File: src/rtl/elastic_buffer_if.sv
// Valid/ready bundle for one elastic buffer: producer side (valid_in/data_in/ready_out)
// and consumer side (valid_out/data_out/ready_in).
interface elastic_buffer_if #(
  parameter type T = logic [31:0]
);
  // A beat transfers on a rising edge where the sender's valid and the receiver's
  // ready are both high; a sender may not withdraw valid or change data until then.
  logic valid_in;
  logic ready_out;
  T     data_in;
  logic valid_out;
  logic ready_in;
  T     data_out;

  modport slave (
    input  valid_in, data_in, ready_in,
    output ready_out, valid_out, data_out
  );

  modport master (
    output valid_in, data_in, ready_in,
    input  ready_out, valid_out, data_out
  );
endinterface

File: src/rtl/elastic_buffer.sv
// DEPTH-entry elastic buffer with optional fall-through, synchronous flush and occupancy
// count; ready_out depends only on internal state and flush.
module elastic_buffer #(
  parameter type T           = logic [31:0],
  parameter int  DEPTH       = 2,
  parameter bit  FALLTHROUGH = 1'b1
) (
  input  logic                         clk,
  input  logic                         reset,
  input  logic                         flush,
  elastic_buffer_if.slave              bus,
  output logic [$clog2(DEPTH+1)-1:0]   count
);
  localparam int CW = $clog2(DEPTH + 1);
  localparam int PW = (DEPTH > 1) ? $clog2(DEPTH) : 1;
  localparam logic [CW-1:0] FULL_CNT = CW'(DEPTH);
  localparam logic [PW-1:0] LAST_PTR = PW'(DEPTH - 1);

  T              mem [DEPTH];
  logic [PW-1:0] rd_ptr;
  logic [PW-1:0] wr_ptr;
  logic [CW-1:0] count_q;
  logic          empty;
  logic          full;
  logic          bypass;
  logic          push;
  logic          pop;

  always_comb begin
    empty         = (count_q == '0);
    full          = (count_q == FULL_CNT);
    bus.ready_out = !flush && !full;
    // An empty fall-through buffer hands the beat straight to the consumer without storing it.
    bypass        = FALLTHROUGH && empty && bus.valid_in && bus.ready_in && !flush;
    push          = bus.valid_in && bus.ready_out && !bypass;
    pop           = bus.ready_in && !empty && !flush;
    if (flush) begin
      bus.valid_out = 1'b0;
    end else if (!empty) begin
      bus.valid_out = 1'b1;
    end else begin
      bus.valid_out = FALLTHROUGH && bus.valid_in;
    end
    bus.data_out = (FALLTHROUGH && empty) ? bus.data_in : mem[rd_ptr];
  end

  always_ff @(posedge clk) begin
    if (reset) begin
      rd_ptr  <= '0;
      wr_ptr  <= '0;
      count_q <= '0;
      for (int i = 0; i < DEPTH; i++) begin
        mem[i] <= '0;
      end
    end else if (flush) begin
      rd_ptr  <= '0;
      wr_ptr  <= '0;
      count_q <= '0;
    end else begin
      if (push) begin
        mem[wr_ptr] <= bus.data_in;
        // Explicit wrap so non-power-of-two depths cycle correctly.
        wr_ptr      <= (wr_ptr == LAST_PTR) ? '0 : wr_ptr + PW'(1);
      end
      if (pop) begin
        rd_ptr <= (rd_ptr == LAST_PTR) ? '0 : rd_ptr + PW'(1);
      end
      if (push && !pop) begin
        count_q <= count_q + CW'(1);
      end else if (pop && !push) begin
        count_q <= count_q - CW'(1);
      end
    end
  end

  assign count = count_q;
endmodule

File: src/flat_wrapper.sv
// flat-port wrapper written by rule: the top's interface ports become plain ports
module elastic_buffer_flat 
#(
  parameter type T           = logic [31:0],
  parameter int  DEPTH       = 2,
  parameter bit  FALLTHROUGH = 1'b1
)
  (clk, reset, flush, count, bus_valid_in, bus_data_in, bus_ready_in, bus_ready_out, bus_valid_out, bus_data_out);
  elastic_buffer_if #(.T(T)) bus_i ();
  input  logic clk;
  input  logic reset;
  input  logic flush;
  output logic [$clog2(DEPTH+1)-1:0] count;
  input wire logic [$bits(bus_i.valid_in)-1:0] bus_valid_in;
  input wire logic [$bits(bus_i.data_in)-1:0] bus_data_in;
  input wire logic [$bits(bus_i.ready_in)-1:0] bus_ready_in;
  output wire logic [$bits(bus_i.ready_out)-1:0] bus_ready_out;
  output wire logic [$bits(bus_i.valid_out)-1:0] bus_valid_out;
  output wire logic [$bits(bus_i.data_out)-1:0] bus_data_out;
  assign bus_i.valid_in = bus_valid_in;
  assign bus_i.data_in = bus_data_in;
  assign bus_i.ready_in = bus_ready_in;
  assign bus_ready_out = bus_i.ready_out;
  assign bus_valid_out = bus_i.valid_out;
  assign bus_data_out = bus_i.data_out;
  elastic_buffer #(.T(T), .DEPTH(DEPTH), .FALLTHROUGH(FALLTHROUGH)) u_core (.clk(clk), .reset(reset), .flush(flush), .bus(bus_i), .count(count));
endmodule
File: config.mk
export PLATFORM = sky130hd
export DESIGN_NAME = elastic_buffer_flat
export DESIGN_NICKNAME = d
export VERILOG_FILES = /design/src/rtl/elastic_buffer_if.sv /design/src/rtl/elastic_buffer.sv /design/src/flat_wrapper.sv
export SDC_FILE = /design/constraint.sdc
export NUM_CORES = 1
export LEC_CHECK = 0
export ABC_CLOCK_PERIOD_IN_PS = 4300
export CORE_MARGIN = 2
export CORE_UTILIZATION = 54
export DETAILED_ROUTE_END_ITERATION = 12
export PLACE_DENSITY = 0.92
export SLEW_MARGIN = 0
export SYNTH_ARGS = -nofsm -noshare
export SYNTH_HDL_FRONTEND = slang
export SYNTH_SLANG_ARGS = --single-unit
File: constraint.sdc
create_clock -name clk -period 4.3 [get_ports clk]
set_input_delay 1.075 -clock clk [delete_from_list [all_inputs] [get_ports clk]]
set_output_delay 1.075 -clock clk [all_outputs]
set_load 0.05 [all_outputs]
==> run metrics <==
Syn Area/Cell 12.0 um^2; Final TNS setup 0 ns; element type at the critical path start flip-flop; Final min period 3.88 ns; VDD IR max 0.175 mV; Hold Path Class flip-flop to flip-flop; clock slew at reported path FFs 0.06 ns; NumNets Final 382; leading cell types by count after synthesis and2_1 (64), edfxtp_1 (64), nor2_1 (35), a21oi_1 (33), mux2i_1 (32); Crit Path Max Fanout 64; Hold-fix buffers, CTS 0; initial antenna violation count 0; worst hold endpoint u_core.rd_ptr; Hold Worst Slack 0.561 ns; Die W 82.1 um; Post-synth top flop edfxtp_1; WL/cell 14.7 um; Post-CTS Resized 0; Post-synth ARST share 0%; Max Freq 258 MHz; clk root buf clkbuf_8; CTS tree yes; largest net degree at the start of global routing 65; DRT iter0 DRCs 61; NetSw 0.417 mW; cts bufs inserted 9; WP data arrival 2.80 ns; R2R setup slack 2.05 ns; status finished clean; top cells by area, synth edfxtp_1 (58%), and2_1 (12%), mux2i_1 (9.7%); syn nets 313; global-route wire length before repair 9760 um; critical path type flip-flop to output port; All-Layer GR Usage 19.8%; Critical R2R Capture u_core.mem[1][24]; DRT Pass-1 Iters 4; worst hold path depth 2; Post-Syn Area 3290 um^2; Syn-to-layout area delta 28.8%; final WL 6250 um; Max Root-Sink Buffers 2; row count 28; worst r2r src u_core.count[0]; Yosys warning count 0; vias in the first global route 2,206; gpl congestion 0.771; fin crit share 90.2%; Clk Latency, worst-skew pair 0.33 ns; drt drc 0; Worst Tran Pin Value 1.09 ns; Slew Viols, Final 0; register area share after synthesis 61.5%; Yosys top cell area share 58.4%; Seq pwr share 51.5%; Port Buffers 72; #FFs+latches synth 69; vias per cell 5.23; Mapped Cells 275; fraction of final layout cells sized beyond drive strength 1 5.44%; CTS Sinks 69; MaxCap Viol Count 0; grt ovf 0; Int Power 1.09 mW; Yosys top cell by area edfxtp_1; core area 5920 um^2; HPWL after detailed placement 4210 um; Starting Density 55.6%; CP Capture Type output port; Post-CTS Repair Setup Buffers 0; Vias 2,216; Logic pwr share 20.4%; clock power share 28.1%; Setup Viol. Count Final 0; RSZ-0062 raised after global routing no; H-tree levels 3; Antenna Violating Nets Remaining 0; die area 6730 um^2; Slew headroom 27.5%; sw frac 27.7%; ANT cells 0; io pins 73; Hold Crit Start u_core.rd_ptr; Leak Pwr 1.53 nW; number of flops mapped to enable cells by yosys 64; Yosys cell types 24; ratio of total power to cell area 355 nW/um^2; Clock Skew 0.00445 ns; Final Hold Vio Count 0; Die Y-Extent 82.1 um; CP Data Required Time 3.22 ns; R2R depth 4; Core Util, Final 71.5%
layer usage:
layer  wire length (um)  global-route usage, %
met5                  0                      0
met4                119                   10.8
met3                258                   4.51
met1               2620                   22.0
met2               3250                   35.0
worst max-delay path by stage:
stage / startpoint / slack, ns / to
after floorplan: u_core.count[0] / 1.03 / bus_data_out[0]
after global placement: bus_data_in[19] / 0.60 / bus_data_out[19]
after detailed placement: flush / 0.55 / bus_ready_out
after CTS: u_core.count[0] / 0.40 / bus_data_out[19]
after global routing: u_core.count[0] / 0.24 / bus_data_out[19]
final: u_core.count[0] / 0.42 / bus_data_out[19]
metrics by stage:
step	power (mW)	worst slack, ns	cell area, um^2	std cells
after floorplan	0.972	1.03	3290	275
after global placement	1.09	0.597	4080	408
after global routing	1.56	0.235	4240	424
after detailed placement	1.10	0.554	4080	408
after CTS	1.51	0.399	4240	424
final	1.50	0.422	4240	424
critical path, stage by stage, from the launching register on:
cell	delay, ns
dfxtp_1	0.46
or2_2	0.89
nor2_1	0.12
a21oi_1	0.17
clkdlybuf4s50_1	0.82
cell type report:
| class | instances | area, um^2 |
|---|---|---|
| timing repair buffer | 76 | 776 |
| inverter | 2 | 7.51 |
| clock buffer | 14 | 143 |
| fill | 436 | 1690 |
| tap | 75 | 93.8 |
| sequential | 69 | 2020 |
| multi-input combinational | 186 | 1180 |
| clock inverter | 2 | 10.0 |
power groups by stage:
| stage | sequential, mW | combinational [mW] | clock, mW |
|---|---|---|---|
| after global routing | 0.776 | 0.324 | 0.459 |
| final | 0.774 | 0.307 | 0.422 |
| after global placement | 0.786 | 0.303 | 0 |
| after floorplan | 0.786 | 0.186 | 0 |
| after detailed placement | 0.788 | 0.308 | 0 |
| after CTS | 0.774 | 0.309 | 0.431 |
layout by cell type, fill, tap and decap left out, types with 2 or more instances in the layout:
cell type | synthesis | routed
inv_1 | 2 | 2
o21ai_0 | 2 | 2
nor3b_1 | 2 | 2
buf_4 | 0 | 2
and2_1 | 64 | 64
clkbuf_8 | 0 | 9
buf_12 | 0 | 2
edfxtp_1 | 64 | 64
dfxtp_1 | 5 | 4
nor2_1 | 35 | 35
mux2i_1 | 32 | 32
or2_2 | 2 | 2
clkbuf_1 | 5 | 5
nor3_1 | 3 | 3
clkinv_2 | 0 | 2
clkdlybuf4s50_1 | 0 | 72
a21o_1 | 3 | 3
xor2_1 | 3 | 3
a21oi_1 | 33 | 33
flip-flops by register name (all words and copies together) (netlist names), named ones only:
register and count:
u_core.rd_ptr 1, u_core.count 2, u_core.wr_ptr 1, u_core.mem 64
cells by family after synthesis:
group,Yosys count,synth area share [%]
compound gates,40,6.54
mux,32,9.74
buf+inv,20,2.59
simple gates,110,18.5
flops,69,61.5
xor+xnor,3,0.799
fa+ha+maj,1,0.380
(Power assumes the default switching activity.)
